### config.mk
export PLATFORM = sky130hd
export DESIGN_NAME = tow_playfield
export DESIGN_NICKNAME = d
export VERILOG_FILES = /design/src/rtl/tow_playfield.sv
export SDC_FILE = /design/constraint.sdc
export NUM_CORES = 1
export LEC_CHECK = 0
export CORE_ASPECT_RATIO = 1.4
export CORE_MARGIN = 3
export CORE_UTILIZATION = 59
export DETAILED_ROUTE_END_ITERATION = 7
export PLACE_DENSITY_LB_ADDON = 0.12
export SYNTH_ARGS = -nofsm -noshare
export SYNTH_HDL_FRONTEND = slang
export SYNTH_SLANG_ARGS = --single-unit
### constraint.sdc
create_clock -name Clock -period 3.1 [get_ports Clock]
set_input_delay 0.62 -clock Clock [delete_from_list [all_inputs] [get_ports Clock]]
set_output_delay 0.62 -clock Clock [all_outputs]
set_load 0.01 [all_outputs]
### src/rtl/tow_playfield.sv
// rtl/tow_playfield.sv - tug-of-war playfield with scoring, timed hold and match end
//
// Purpose:
//   A single lit position moves left (L) or right (R) across NUM_LIGHTS lights.
//   Pushing past an edge scores for that side, darkens the field for HOLD_CYCLES
//   cycles, then re-centres. The match ends when either score reaches its
//   all-ones value; the field then stays dark until Reset.
//
// Optional feature:
//   TOW_KEY_EDGE_EN - when defined, keys pass through a registered rising-edge
//   detector so a held key makes a single move or point (adds 1 cycle latency).
//
// Ports:
//   Clock        in   system clock
//   Reset        in   synchronous, active-high reset
//   L, R         in   synchronised left / right keys
//   lights       out  field LEDs, bit 0 = rightmost, bit NUM_LIGHTS-1 = leftmost
//   left_score   out  points won by the left player
//   right_score  out  points won by the right player
//   point_l      out  one-cycle pulse when left scores
//   point_r      out  one-cycle pulse when right scores
//   game_over    out  high once either score saturates

module tow_playfield #(
  parameter int NUM_LIGHTS  = 9,
  parameter int SCORE_W     = 3,
  parameter int HOLD_CYCLES = 4
) (
  input  logic                  Clock,
  input  logic                  Reset,
  input  logic                  L,
  input  logic                  R,
  output logic [NUM_LIGHTS-1:0] lights,
  output logic [SCORE_W-1:0]    left_score,
  output logic [SCORE_W-1:0]    right_score,
  output logic                  point_l,
  output logic                  point_r,
  output logic                  game_over
);

  localparam int PW = (NUM_LIGHTS > 1) ? $clog2(NUM_LIGHTS) : 1;
  localparam int HW = $clog2(HOLD_CYCLES + 1);

  localparam logic [PW-1:0]      POS_MAX   = PW'(NUM_LIGHTS - 1);
  localparam logic [PW-1:0]      CTR       = PW'((NUM_LIGHTS - 1) / 2);
  localparam logic [HW-1:0]      HOLD_LAST = HW'(HOLD_CYCLES - 1);
  localparam logic [SCORE_W-1:0] SMAX      = {SCORE_W{1'b1}};

  typedef enum logic [1:0] {PLAY, HOLD, OVER} state_t;

  state_t        state;
  logic [PW-1:0] pos;
  logic [HW-1:0] hold_cnt;
  logic          mv_l;
  logic          mv_r;

  function automatic logic [NUM_LIGHTS-1:0] onehot(input logic [PW-1:0] p);
    onehot = {{(NUM_LIGHTS-1){1'b0}}, 1'b1} << p;
  endfunction

`ifdef TOW_KEY_EDGE_EN
  // Edge pulses are themselves registered, giving one extra cycle of latency.
  logic l_d, r_d, l_edge, r_edge;

  always_ff @(posedge Clock) begin
    if (Reset) begin
      l_d    <= 1'b0;
      r_d    <= 1'b0;
      l_edge <= 1'b0;
      r_edge <= 1'b0;
    end else begin
      l_d    <= L;
      r_d    <= R;
      l_edge <= L & ~l_d;
      r_edge <= R & ~r_d;
    end
  end

  assign mv_l = l_edge & ~r_edge;
  assign mv_r = r_edge & ~l_edge;
`else
  // Both keys together cancel out.
  assign mv_l = L & ~R;
  assign mv_r = R & ~L;
`endif

  always_ff @(posedge Clock) begin
    if (Reset) begin
      state       <= PLAY;
      pos         <= CTR;
      hold_cnt    <= '0;
      lights      <= onehot(CTR);
      left_score  <= '0;
      right_score <= '0;
      point_l     <= 1'b0;
      point_r     <= 1'b0;
      game_over   <= 1'b0;
    end else begin
      point_l <= 1'b0;
      point_r <= 1'b0;
      case (state)
        PLAY: begin
          if (mv_l) begin
            if (pos == POS_MAX) begin
              left_score <= left_score + SCORE_W'(1);
              point_l    <= 1'b1;
              lights     <= '0;
              hold_cnt   <= '0;
              // Entering OVER at the maximum is what keeps scores from wrapping.
              if (left_score == SMAX - SCORE_W'(1)) begin
                state     <= OVER;
                game_over <= 1'b1;
              end else begin
                state <= HOLD;
              end
            end else begin
              pos    <= pos + PW'(1);
              lights <= onehot(pos + PW'(1));
            end
          end else if (mv_r) begin
            if (pos == '0) begin
              right_score <= right_score + SCORE_W'(1);
              point_r     <= 1'b1;
              lights      <= '0;
              hold_cnt    <= '0;
              if (right_score == SMAX - SCORE_W'(1)) begin
                state     <= OVER;
                game_over <= 1'b1;
              end else begin
                state <= HOLD;
              end
            end else begin
              pos    <= pos - PW'(1);
              lights <= onehot(pos - PW'(1));
            end
          end
        end
        HOLD: begin
          // The scoring edge already darkened the field; that counts as hold cycle 0.
          if (hold_cnt == HOLD_LAST) begin
            state    <= PLAY;
            pos      <= CTR;
            lights   <= onehot(CTR);
            hold_cnt <= '0;
          end else begin
            hold_cnt <= hold_cnt + HW'(1);
          end
        end
        OVER: begin
          lights    <= '0;
          game_over <= 1'b1;
        end
        default: begin
          state <= PLAY;
        end
      endcase
    end
  end

endmodule

Yosys cells after proc, flatten, opt, wreduce, memory -nomap -nowiden
Cells that the tools add are included.
{ "word_totals": {"regBits": 27, "input_bits": 4, "output_inout_bits": 18, "word_cells": 87} }
{ "op_classes": {"add_sub_neg": 5, "n_eq_ne": 14, "shift": 2, "muxes": 35, "bitwise_logic": 8, "reduce_logical": 14} }
{ "op_table": {"columns": ["operator", "n"], "rows": [
  ["2-to-1 mux 9 bit", 5],
  ["case mux 9 bit (3 select lines)", 1],
  ["inequality test 3 bit (second input constant)", 7],
  ["2-to-1 mux 4 bit", 5],
  ["left shift 1 x 4 -> 9 bit (first input constant)", 2],
  ["2-to-1 mux 3 bit", 5],
  ["2-to-1 mux 2 bit", 7],
  ["AND reduction 5 bit", 2],
  ["adder 3 x 1 -> 3 bit (second input constant)", 3],
  ["2-to-1 mux 1 bit", 8],
  ["case mux 4 bit (2 select lines)", 1],
  ["AND reduction 4 bit", 2],
  ["equality test 3 bit (second input constant)", 2],
  ["inverter 1 bit", 6],
  ["case mux 2 bit (3 select lines)", 1],
  ["case mux 3 bit (2 select lines)", 1],
  ["AND reduction 3 bit", 2],
  ["AND reduction 6 bit", 1],
  ["adder 4 x 1 -> 4 bit (second input constant)", 1],
  ["equality test 4 bit (second input constant)", 1],
  ["logical NOT 4 bit", 1],
  ["nonzero test 2 bit", 2],
  ["OR reduction 4 bit", 1],
  ["subtractor 4 x 1 -> 4 bit (second input constant)", 1],
  ["9 further kinds", 10]
]} }

Logic depth before layout (Yosys ltp)
{ "depth": {"word_depth": 6, "depth_mapped": 9, "mapped_depth_nobuf": 7} }

Least setup slack after synthesis
OpenSTA, ideal clock, no wires.
{ "synth_path": {"path_kind": "input to register", "startpoint": "input port L", "endpoint": "register lights[4]", "t_arrival_ns": 2.096, "t_required_ns": 3.037, "setup_slack_ns": 0.942, "cell_stages": 6, "path_buffers": 0, "cell_sequence": "inv_1 > ha_1 > a211o_1 > a21o_4 > or4_1 > nand3b_1"} }
{ "synth_via": {"elab_chain_len": 4, "word_cells_on_any_way": 7, "classes_between": "eq/ne (1); mux (2); bitwise (3); reduce/logical (1)"} }
{ "synth_rtl": {"columns": ["element", "line_no", "source"], "rows": [
  ["start: declaration", "31", "input logic L,"],
  ["inverter 1 bit", "84", "assign mv_r = R & ~L;"],
  ["bitwise AND 1 bit", "84", null],
  ["inequality test 3 bit (no line)", null, null],
  ["AND reduction 3 bit (no line)", null, null],
  ["end signal: assignment", "92", "lights <= onehot(CTR);"],
  ["end signal: assignment", "118", "lights <= onehot(pos + PW'(1));"],
  ["end signal: assignment", "134", "lights <= onehot(pos - PW'(1));"],
  ["end: declaration", "33", "output logic [NUM_LIGHTS-1:0] lights,"]
]} }
Parallel ways exist; a longest one is shown, timed or not.
A chain may end at the register's enable or synchronous reset.

Final worst setup path
{ "layout_path": {"startpoint": "input port L", "endpoint": "register lights[5]"} }
Same word-level chain as after synthesis.

==> flow_metrics.env <==
export IMPL_cts_tree="yes"
export IMPL_switching_power_mw=0.436
export IMPL_wl_per_cell_um=14.9
export IMPL_rsz0062_at_grt="false"
export IMPL_synth_top_area_cell="dfxtp_1"
export IMPL_drt_iter0_markers=58
export IMPL_gr_total_overflow=0
export IMPL_pre_cts_ws_ns=0.294
export IMPL_yosys_register_bits=27
export IMPL_ios=22
export IMPL_cts_hold_fix_buffers=0
export IMPL_synthCells=203
export IMPL_crit_buf_inv=3
export IMPL_critPathTopFamily="compound AO/OA/AOI/OAI gates"
export IMPL_clock_path_buffers=2
export IMPL_fill_cells=228
export IMPL_vdd_ir_drop_max_mv=0.333
export IMPL_drv_cap=0
export IMPL_endpoint_kind="register"
export IMPL_ctsRootBufferMaster="clkbuf_8"
export IMPL_grt_pass1_wl_um=6470
export IMPL_crit_arrival_ns=2.77
export IMPL_p_total_mw=1.12
export IMPL_cts_max_level=1
export IMPL_wirelength_um=3780
export IMPL_synth_warnings=0
export IMPL_crit_slowest_cell="clkdlybuf4s50_1"
export IMPL_grt_max_degree=24
export IMPL_post_dp_hpwl_um=2850
export IMPL_worst_slew_pin_slew_ns=0.651
export IMPL_cts_buffers=3
export IMPL_ant_nets=0
export IMPL_synthDominantCellAreaShare_pct=30.2
export IMPL_crit_path_cell_trace="clkdlybuf4s50_1 > inv_1 > ha_1 > a211o_1 > a21o_4 > nor4_1 > a222oi_1 > inv_1"
export IMPL_sequentialPowerShare_pct=41.1
export IMPL_insertion_delay_ns=0.27
export IMPL_synth_edf_count=0
export IMPL_grtUsageTotal_pct=22.4
export IMPL_critPathRequiredTime_ns=3.32
export IMPL_dieArea_um2=3740
export IMPL_syn_area_per_cell_um2=8.83
export IMPL_viasPerCell=6.04
export IMPL_synth_top_cells_by_count="27 x dfxtp_1, 19 x nor2_1, 18 x ha_1"
export IMPL_min_period_ns=2.54
export IMPL_worstPathMaxFanout=8
export IMPL_max_freq_mhz=393
export IMPL_setup_ws_ns=0.555
export IMPL_seq_area_um2=541
export IMPL_route_detailed_drc=0
export IMPL_power_density_nw_per_um2=550
export IMPL_core_area_um2=2880
export IMPL_slew_violations=0
export IMPL_grt_busiest_layer="met2"
export IMPL_grtUsageMet3_pct=3.16
export IMPL_ys_seq_area_share_pct=30.2
export IMPL_finalSetupViolations=0
export IMPL_hp_class="reg2reg"
export IMPL_synthFlopType="dfxtp_1"
export IMPL_synth_area_um2=1790
export IMPL_reg2reg_setup_slack_ns=0.82
export IMPL_synth_most_common_cell="dfxtp_1"
export IMPL_die_y_um=71.2
export IMPL_syn_num_nets=225
export IMPL_intPower_mw=0.688
export IMPL_swShare_pct=38.8
export IMPL_dr_total_vias=1534
export IMPL_io_buffers=21
export IMPL_maxSlewHeadroom_pct=56.5
export IMPL_final_nets=240
export IMPL_worstSetupPathType="in2reg"
export IMPL_critPathMostFrequentCell="inv_1"
export IMPL_use_met1_pct=27.2
export IMPL_grt_util_met2_pct=37.3
export IMPL_grt_pass1_vias=1458
export IMPL_clkTransAtPathRegs_ns=0.09
export IMPL_die_w_um=52.6
export IMPL_yosys_top_cells_area="dfxtp_1 30%, ha_1 13%, nor2_1 4.0%"
export IMPL_hold_violations=0
export IMPL_async_flop_share_pct=0
export IMPL_area_growth_pct=14.0
export IMPL_globalplace_congestion=0.917
export IMPL_post_cts_buffers=0
export IMPL_drive_gt1_share_pct=7.37
export IMPL_antenna_cells=0
export IMPL_cp_start_kind="primary input"
export IMPL_first_pass_iters=4
export IMPL_synth_cell_types=56
export IMPL_comb_power_share_pct=41.2
export IMPL_antenna_found_initial=0
export IMPL_ctsResizeCount=0
export IMPL_start_util_pct=62.3
export IMPL_slowest_delay_ns=0.49
export IMPL_clockPowerShare_pct=17.8
export IMPL_multi_input_area_um2=1130
export IMPL_finalCritPeriodShare_pct=82.1
export IMPL_fin_util_pct=71.0
export IMPL_fin_setup_tns_ns=0
export IMPL_p_leak_nw=0.842
export IMPL_clock_skew_ns=0.00271
export IMPL_status="finished, final reports clean"
export IMPL_cts_sinks=27
export IMPL_rows=23
-- layout make-up --
type,instances,area share [%]
sequential,27,26.5
tap,37,2.27
clock inverter,1,0.245
clock buffer,3,2.02
timing repair buffer,23,11.0
inverter,15,2.76
multi-input combinational,148,55.2
-- power groups by stage --
stage	registers (mW)	clock network [mW]	logic [mW]
after floorplan	0.445	0	0.352
after global placement	0.464	0	0.438
after detailed placement	0.469	0	0.459
after CTS	0.461	0.209	0.462
after global routing	0.470	0.223	0.508
final	0.462	0.200	0.463
-- path summary, 6_finish.rpt --
kind | endpoint | cells past startpoint | from
worst min register to register | game_over$_SDFFE_PP0P_ | 2 | game_over$_SDFFE_PP0P_
worst min-delay path | game_over$_SDFFE_PP0P_ | 2 | game_over$_SDFFE_PP0P_
worst max register to register | state[1]$_SDFFE_PP0P_ | 7 | pos[0]$_SDFFE_PP0P_
worst max-delay path | lights[5]$_SDFFE_PP0P_ | 8 | L
-- registers in the layout, indices dropped and copies added, names as in the netlist --
name	flops
lights	9
pos	4
right_score	3
point_l	1
state	2
game_over	1
left_score	3
hold_cnt	3
point_r	1
-- layout by cell type (no fill, tap or decap), types with 4 or more instances in the layout --
master,n
ha_1,18
nor2b_1,4
inv_1,15
xor2_1,4
nor3_1,5
nand2b_1,4
nand3b_1,5
dfxtp_1,27
clkdlybuf4s50_1,21
nand2_1,15
nor2_1,19
o21ai_0,4
a21oi_1,8
-- kinds of logic (layout without fill, tap and decap cells) --
family | count (synthesis) | in the layout | share of synthesized area, %
and+or+nand+nor | 80 | 80 | 26.5
xor gates and xnor gates | 7 | 7 | 3.84
adders and majority gates | 18 | 18 | 12.6
buffers and inverters | 28 | 42 | 6.84
muxes | 3 | 3 | 1.75
DFF | 27 | 27 | 30.2
AOI/OAI and AO/OA | 40 | 40 | 18.4
-- routing by layer --
metal | wire length (um) | vias up | part of all wire, %
met5 | 0 | - | 0
met4 | 57 | 0 | 1.5
met3 | 157 | 6 | 4.2
met2 | 2020 | 36 | 53
met1 | 1550 | 740 | 41
li1 | - | 752 | -
-- per-stage QoR --
| stage | hold slack [ns] | std cells | cell area (um^2) |
|---|---|---|---|
| floorplan | 0.449 | 203 | 1790 |
| global placement | 0.460 | 250 | 2000 |
| detailed placement | 0.475 | 250 | 2000 |
| CTS | 0.494 | 254 | 2040 |
| global route | 0.524 | 254 | 2040 |
| finish | 0.481 | 254 | 2040 |
-- tightest hold or removal path, delay by kind of cell (launching register included) --
family / cells / cell delay [ns]
AO/OA/AOI/OAI: 1 / 0.04
flip-flops: 1 / 0.34
AND/OR/NAND/NOR: 1 / 0.07
(Power assumes the default switching activity.)
